`config.mk`:
```
export PLATFORM = sky130hd
export DESIGN_NAME = sn54ls153_mux_bank
export DESIGN_NICKNAME = d
export VERILOG_FILES = /design/src/rtl/sn54ls153_mux_bank.sv
export SDC_FILE = /design/constraint.sdc
export NUM_CORES = 1
export LEC_CHECK = 0
export BUFFER_PORTS_ARGS = -buffer_cell sky130_fd_sc_hd__buf_2
export CAP_MARGIN = 10
export CELL_PAD_IN_SITES_DETAIL_PLACEMENT = 1
export CELL_PAD_IN_SITES_GLOBAL_PLACEMENT = 1
export CORE_AREA = 3 3 40 42
export CTS_BUF_LIST = sky130_fd_sc_hd__clkbuf_8
export DETAILED_ROUTE_END_ITERATION = 10
export DIE_AREA = 0 0 43 45
export PLACE_DENSITY_LB_ADDON = 0.05
export SYNTH_ARGS = -nofsm -noshare
export SYNTH_HDL_FRONTEND = slang
export SYNTH_SLANG_ARGS = --single-unit
```
`constraint.sdc`:
```
create_clock -name i_clk -period 1.31 [get_ports i_clk]
set_input_delay 0.262 -clock i_clk [delete_from_list [all_inputs] [get_ports i_clk]]
set_output_delay 0.262 -clock i_clk [all_outputs]
set_load 0.05 [all_outputs]
```
`src/rtl/sn54ls153_mux_bank.sv`:
```
// Registered NCH-channel strobed mux bank with a shared select register.
// Optional auto-scan sequencer is built when MUX_AUTOSCAN_EN is defined.
module sn54ls153_mux_bank #(
   parameter int unsigned NCH   = 2,
   parameter int unsigned SEL_W = 2,
   parameter int unsigned DW    = 1,
   parameter int unsigned DWELL = 4
) (
   input  logic                          i_clk,
   input  logic                          i_rst_n,
   input  logic [SEL_W-1:0]              i_sel,
   input  logic                          i_sel_ld,
   input  logic [NCH-1:0]                i_g_n,
   input  logic [NCH*(2**SEL_W)*DW-1:0]  i_data,
   input  logic                          i_mode,
   output logic [NCH*DW-1:0]             o_y,
   output logic [SEL_W-1:0]              o_sel_cur,
   output logic                          o_valid,
   output logic                          o_wrap
);

   localparam int unsigned NIN = 2**SEL_W;

   logic [SEL_W-1:0]  sel_q, sel_d;
   logic [NCH*DW-1:0] y_q, y_d;
   logic              valid_q, valid_d;
   logic              wrap_q, wrap_d;
   logic              sel_upd;

   // Mux uses the select value held before this edge, hence 1-cycle stale window.
   always_comb begin
      y_d = '0;
      for (int unsigned c = 0; c < NCH; c++) begin
         if (!i_g_n[c])
            y_d[c*DW +: DW] = i_data[(c*NIN + int'(sel_q))*DW +: DW];
      end
   end

`ifdef MUX_AUTOSCAN_EN
   localparam int unsigned CW = (DWELL > 1) ? $clog2(DWELL) : 1;

   logic [CW-1:0] cnt_q, cnt_d;
   logic          cnt_last;

   assign cnt_last = (cnt_q == CW'(DWELL - 1));

   always_comb begin
      sel_d   = sel_q;
      cnt_d   = '0;
      sel_upd = 1'b0;
      wrap_d  = 1'b0;
      if (i_mode) begin
         if (cnt_last) begin
            sel_d   = sel_q + 1'b1;
            sel_upd = 1'b1;
            wrap_d  = (sel_q == '1);
         end else begin
            cnt_d = cnt_q + 1'b1;
         end
      end else if (i_sel_ld) begin
         sel_d   = i_sel;
         sel_upd = 1'b1;
      end
   end

   always_ff @(posedge i_clk or negedge i_rst_n) begin
      if (!i_rst_n) cnt_q <= '0;
      else          cnt_q <= cnt_d;
   end
`else
   logic [1:0] unused_cfg;

   assign unused_cfg = {i_mode, DWELL[0]};

   always_comb begin
      sel_d   = sel_q;
      sel_upd = 1'b0;
      wrap_d  = 1'b0;
      if (i_sel_ld) begin
         sel_d   = i_sel;
         sel_upd = 1'b1;
      end
   end
`endif

   assign valid_d = ~sel_upd;

   always_ff @(posedge i_clk or negedge i_rst_n) begin
      if (!i_rst_n) begin
         sel_q   <= '0;
         y_q     <= '0;
         valid_q <= 1'b0;
         wrap_q  <= 1'b0;
      end else begin
         sel_q   <= sel_d;
         y_q     <= y_d;
         valid_q <= valid_d;
         wrap_q  <= wrap_d;
      end
   end

   assign o_y       = y_q;
   assign o_sel_cur = sel_q;
   assign o_valid   = valid_q;
   assign o_wrap    = wrap_q;

endmodule

```
# Word-level counts from Yosys, hierarchy flattened
# Index checks and enable logic that the tools add are counted.
dict set report classes {
  muxes 3
  shifts 2
  add_sub_neg 1
  n_bitwise 1
}
# op count
set op_table {}
lappend op_table {{$shiftx 8x3->1} 1}
lappend op_table {{$shiftx 8x5->1} 1}
lappend op_table {{$add 3x2->4 const A} 1}
lappend op_table {{$mux 1} 3}
lappend op_table {{$not 1->1} 1}
dict set report totals {
  word_cells 10
  output_inout_bits 6
  regBits 5
  in_bits 16
}

# Depth between registers and ports, before layout
# Gate-level depths: netlist of the first run.
dict set report depth {
  depth_word 3
  depth_mapped 2
  ltp_nobuf 2
}

# Least setup slack after synthesis of the first run
# OpenSTA, ideal clock, no wires.
dict set report synth_path {
  path_type {reg2reg}
  startpoint {register sel_q[0] (netlist: o_sel_cur[0])}
  endpoint {register y_q[0] (netlist: o_y[0])}
  path_buffers 0
  path_slack_ps -189
  setup_time_ps 115
  arrival_time_ps 1383
  t_required_ps 1195
  path_stages_with_launch 3
  path_cell_list {dfrtp_1 mux4_1 nor2b_4}
}
dict set report synth_via {
  elab_chain_len 2
}
# item line
set synth_rtl {}
lappend synth_rtl {{start: declaration} 24} ;# logic [SEL_W-1:0] sel_q, sel_d;
lappend synth_rtl {{start signal: assignment} 95} ;# sel_q <= sel_d;
lappend synth_rtl {{$shiftx 8x3->1} 35} ;# y_d[c*DW +: DW] = i_data[(c*NIN + int'(sel_q))*DW +: DW];
lappend synth_rtl {{$mux 1} 34} ;# if (!i_g_n[c])
lappend synth_rtl {{via y_d[0]} 25} ;# logic [NCH*DW-1:0] y_q, y_d;
lappend synth_rtl {{end signal: assignment} 96} ;# y_q <= y_d;
lappend synth_rtl {{end: declaration} 25}
# The timed path passes the listed nets, and every way through them passes these cells.
# A chain may end at the register's enable or synchronous reset.

# Final worst setup path of the first run
dict set report layout_path {
  startpoint {register sel_q[0] (netlist: o_sel_cur[0])}
  endpoint {register y_q[1] (netlist: o_y[1])}
}
dict set report layout_via {
  elab_chain_len 3
}
# item line
set layout_rtl {}
lappend layout_rtl {{$add 3x2->4} 35}
lappend layout_rtl {{$shiftx 8x5->1} 35}
lappend layout_rtl {{$mux 1} 34}
lappend layout_rtl {{via y_d[1]} 25}
# The timed path passes the listed nets, and every way through them passes these cells.

==> results_dict.tcl, run 1 <==
set metrics [dict create \
    status "complete, no violations" \
    netlist_instances 14 \
    slowest_stage "mux4_1" \
    yosysMostFrequentCell "dfrtp_1" \
    synth_cell_type_count 7 \
    first_pass_iters 2 \
    crit_buf_inv 0 \
    cts_buffers 3 \
    ys.flop_type "dfrtp_1" \
    synth_top_area_share_pct 51.5 \
    criticalPathCategory "flop to flop" \
    grt_pass1_vias 204 \
    critPathMaxStageDelay_ps 560 \
    cts_resized 0 \
    antenna_found_initial 0 \
    setup_violations 0 \
    synth_nets 30 \
    wl_um 573 \
    clock.fmax_mhz 837 \
    cts_tree "done" \
    clockBufferDepth 2 \
    crit_chain "mux4_1 -> nor2b_4" \
    final_area_um2 405 \
    numClockSinks 5 \
    setup.worst_path.end_class "flop" \
    period_needed_ps 1200 \
    synth_area_leader_cell "dfrtp_1" \
    vdd_drop_max_mv 0.395 \
    placed_area_um2 350 \
    synth_commonest_cells "5 x dfrtp_1, 2 x mux2_1, 2 x mux4_1, 2 x nor2b_4" \
    fin_hold_ws_ps 219 \
    yosys_warnings 0 \
    portBuffers 19 \
    route.vias.total 198 \
    die_h_um 45 \
    required_ps 1420 \
    die_area_um2 1940 \
    ys_seq_area_share_pct 51.5 \
    first_iter_violations 2 \
    fin_tns_setup_ps 0 \
    grt_usage_pct 7.06 \
    cts_root_buf "clkbuf_8" \
    insertion_delay_ps 220 \
    wl_per_cell_um 11.0 \
    boundaryPins 22 \
    setup_ws_ps 115 \
    drive_above_1_share_pct 67.6 \
    grt_pass1_wl_um 910 \
    p_total_uw 582 \
    ant_nets 0 \
    powerDensity_nw_per_um2 1430 \
    finalHoldViolCount 0 \
    ys_async_sr_fraction_pct 100 \
    crit_family "multiplexers" \
    gp_congestion 0.596 \
    ys_top_cells_by_area "dfrtp_1 52%, mux4_1 22%, nor2b_4 11%, mux2_1 9.3%, buf_4 3.1%" \
    start_util_pct 18.9 \
    remaining_drc_errors 0 \
    detail_route.vias_per_cell 3.81 \
    cap_violations 0 \
    htreeDepth 1 \
    worstPathArrival_ps 1300 \
    row_count 13 \
    ys_ff_latch 5 \
    die_x_um 43 \
    worstSetupStartpointType "flop" \
    area_growth_pct 67.0 \
    rsz0062_at_grt "no" \
    netlist_area_um2 243 \
    fillCellCount 145 \
    slew_violations 0 \
    grt_max_degree 6 \
    synth_area_per_cell_um2 17.3 \
    hold_buffers 1 \
    core_area_um2 1280 \
    p_leak_nw 0.219 \
    fin_crit_sh_pct 91.2 \
    cts_setup_buffers 0 \
    place_ws_ps 104 \
    hp-class "input pin to flop" \
    antenna_cells 0 \
    clk_pin_slew_ps 30 \
    fin_nets 54 \
    clock_skew_ps 1.59 \
    worstPathMaxFanout 4 \
    grt-ovfl-total 0 \
    synth_edf_count 0 \
]
[report_power, final]
group	switching, mW	internal, mW
Sequential	0.00993	0.170
Clock	0.0691	0.200
Combinational	0.0782	0.0541
Total	0.157	0.424
[path summary, 6_finish.rpt]
kind,startpoint,depth (start not counted),slack [ps],to
worst min register to register,o_sel_cur[0],1,560,o_sel_cur[0]
worst max register to register,o_sel_cur[0],2,110,o_y[1]
max in group asynchronous,i_rst_n,2,770,o_sel_cur[0]
worst min-delay path,i_g_n[1],2,220,o_y[1]
min in group asynchronous,i_rst_n,2,400,o_sel_cur[1]
worst max-delay path,o_sel_cur[0],2,110,o_y[1]
[registers in the layout (all words and copies together), names as in the netlist]
signal	count
o_sel_cur	2
o_y	2
o_valid	1
[layout make-up]
type,count,area (um2),area share [%]
clock buffer,3,41.3,10.2
tap,15,18.8,4.63
timing repair buffer,20,105,25.9
multi-input combinational,7,106,26.2
sequential,5,126,31.2
clock inverter,1,3.75,0.926
inverter,1,3.75,0.926
[layer usage]
metal	up-vias	wire [um]	global-route usage, %
li1	94	-	-
met1	90	231	8.91
met2	14	272	8.68
met3	0	69	1.59
met4	0	0	9.04
met5	-	0	0
[cell families after synthesis]
kind of cell	share of synthesized area [%]
DFF	51.5
buffers and inverters	4.64
and+or+nand+nor	11.3
muxes	30.9
other	1.54
[cells in the final DEF (no fill, tap or decap), drive strengths merged]
cell / instances
buf: 19
clkbuf: 3
conb: 1
dfrtp: 5
dlygate4sd3: 1
inv: 2
mux2: 2
mux4: 2
nor2b: 2
[through the flow]
step,std cells,util [%]
floorplan,14,-
global placement,47,27.3
detailed placement,47,27.3
CTS,52,31.5
global route,52,31.5
finish,52,31.5
[worst reg2reg max path: stages, from the launching register on]
cell	delay [ps]
dfrtp_2	390
mux4_1	560
nor2b_4	140
No activity file was read; power rests on OpenSTA's default activity.
==> run 2, diff against run 1 <==
--- a/config.mk
+++ b/config.mk
@@ -13,7 +13,8 @@
 export CTS_BUF_LIST = sky130_fd_sc_hd__clkbuf_8
 export DETAILED_ROUTE_END_ITERATION = 10
 export DIE_AREA = 0 0 43 45
-export PLACE_DENSITY_LB_ADDON = 0.05
+export HOLD_SLACK_MARGIN = 0.1
+export PLACE_DENSITY_LB_ADDON = 0.2
 export SYNTH_ARGS = -nofsm -noshare
 export SYNTH_HDL_FRONTEND = slang
 export SYNTH_SLANG_ARGS = --single-unit
==> run 2 against run 1 <==
Combinational power is essentially flat. Worst setup slack gained 16 ps. Critical path type unchanged. Clock skew grew 0.96 ps. Flip-flop and latch count is the same. Core utilization is the same. Global-route usage grew 0.92 points. Total power grew 0.34%. Clock power is essentially flat. Count of clock-buffer cells in the layout is the same. Worst hold slack lost 2.0 ps.
==> results_dict.tcl, run 2 (synthesized netlist as in run 1, its figures left out) <==
set metrics [dict create \
    layout_commonest_cell "buf_2" \
    holdPathEnd "o_y[0]" \
    worstPathMaxFanout 4 \
    fin_nets 54 \
    grt_usage_pct 7.98 \
    gp_congestion 0.678 \
    hp-start "i_g_n[0]" \
    first_iter_violations 1 \
    htreeDepth 1 \
    insertion_delay_ps 220 \
    area_growth_pct 67.0 \
    die_h_um 45 \
    cts_buffers 3 \
    final_area_um2 405 \
    ant_nets 0 \
    rrSetupSlack_ps 130 \
    antenna_cells 0 \
    wl_um 653 \
    first_pass_iters 4 \
    row_count 13 \
    critPathMaxStageDelay_ps 560 \
    crit_chain "mux4_1 -> nor2b_4" \
    remaining_drc_errors 0 \
    vdd_drop_max_mv 0.500 \
    portBuffers 19 \
    cts_root_buf "clkbuf_8" \
    reg2reg_from "o_sel_cur[0]" \
    worstSetupStartpointType "flop" \
    slowest_stage "mux4_1" \
    boundaryPins 22 \
    rsz0062_at_grt "no" \
    wl_per_cell_um 12.6 \
    reg2reg_to "o_y[0]" \
    p_leak_nw 0.219 \
    clk_pin_slew_ps 40 \
    fin_crit_sh_pct 90.0 \
    fin_hold_ws_ps 217 \
    placed_area_um2 350 \
    grt_pass1_wl_um 1080 \
    clock.fmax_mhz 848 \
    cap_violations 0 \
    status "complete, no violations" \
    grt_max_degree 6 \
    die_x_um 43 \
    start_util_pct 18.9 \
    detail_route.vias_per_cell 4.04 \
    powerDensity_nw_per_um2 1440 \
    period_needed_ps 1180 \
    worstPathArrival_ps 1290 \
    setup.worst_path.end_class "flop" \
    antenna_found_initial 0 \
    slew_violations 0 \
    required_ps 1420 \
    grt_pass1_vias 234 \
    grt-ovfl-total 0 \
    final_cell_mix "19 x buf_2, 4 x dfrtp_1, 3 x clkbuf_8" \
    criticalPathCategory "flop to flop" \
    core_area_um2 1280 \
    route.vias.total 210 \
    clock_skew_ps 2.55 \
    hold_depth 2 \
    p_total_uw 584 \
    clockBufferDepth 2 \
    die_area_um2 1940 \
    drive_above_1_share_pct 67.6 \
    reg2reg_depth 2 \
    hp-class "input pin to flop" \
    finalHoldViolCount 0 \
    cts_tree "done" \
    setup_violations 0 \
    numClockSinks 5 \
]
==> run 2: worst max-delay path, delay by kind of cell (launching register included) <==
family | cells | cell delay [ps]
flip-flops | 1 | 380
AND/OR/NAND/NOR | 1 | 140
multiplexers | 1 | 560
==> run 2: per-layer routing <==
| layer | routed length, um | up-vias | global-route usage, % |
|---|---|---|---|
| met1 | 199 | 105 | 7.41 |
| met3 | 63 | 0 | 6.37 |
| met4 | 0 | 0 | 0 |
| met5 | 0 | - | 0 |
| li1 | - | 94 | - |
| met2 | 390 | 11 | 14.7 |
==> run 2: worst max-delay path by stage <==
stage,from,endpoint,cells after the start
2_1_floorplan,o_sel_cur[0],o_y[0],2
6_report,o_sel_cur[0],o_y[0],2
3_3_place_gp,o_sel_cur[0],o_y[1],2
3_5_place_dp,o_sel_cur[0],o_y[1],2
5_1_grt,o_sel_cur[0],o_y[0],2
4_1_cts,o_sel_cur[0],o_y[0],2
==> run 2: cell type report <==
| class | instances | area (um2) |
|---|---|---|
| Fill cell | 153 | 880 |
| Tap cell | 15 | 18.8 |
| Inverter | 1 | 3.75 |
| Clock inverter | 1 | 3.75 |
| Multi-Input combinational cell | 7 | 106 |
| Clock buffer | 3 | 41.3 |
| Timing Repair Buffer | 20 | 105 |
| Sequential cell | 5 | 126 |
==> run 2: metrics by stage <==
step / TNS, ps / util [%] / instances / setup WS, ps
detailed placement: 0 / 27.3 / 47 / 131
floorplan: -68.6 / - / 14 / -34.3
global route: 0 / 31.5 / 52 / 99.1
finish: 0 / 31.5 / 52 / 131
CTS: 0 / 31.5 / 52 / 125
global placement: 0 / 27.3 / 47 / 131
==> run 2: power breakdown <==
| part | switching, mW | internal (mW) | total, mW | leakage (nW) |
|---|---|---|---|---|
| combinational | 0.0800 | 0.0542 | 0.134 | 0.133 |
| sequential | 0.00858 | 0.170 | 0.179 | 0.0598 |
| clock | 0.0704 | 0.200 | 0.271 | 0.0269 |
| total | 0.159 | 0.425 | 0.584 | 0.219 |
==> run 2: timing repair <==
action | 4_1_cts | 5_1_grt
gates resized for setup | 0 | 0
setup buffers | 0 | 0
hold endpoints to repair | 5 | 0
endpoints found under the setup margin | 0 | 0
hold buffers | 1 | 0
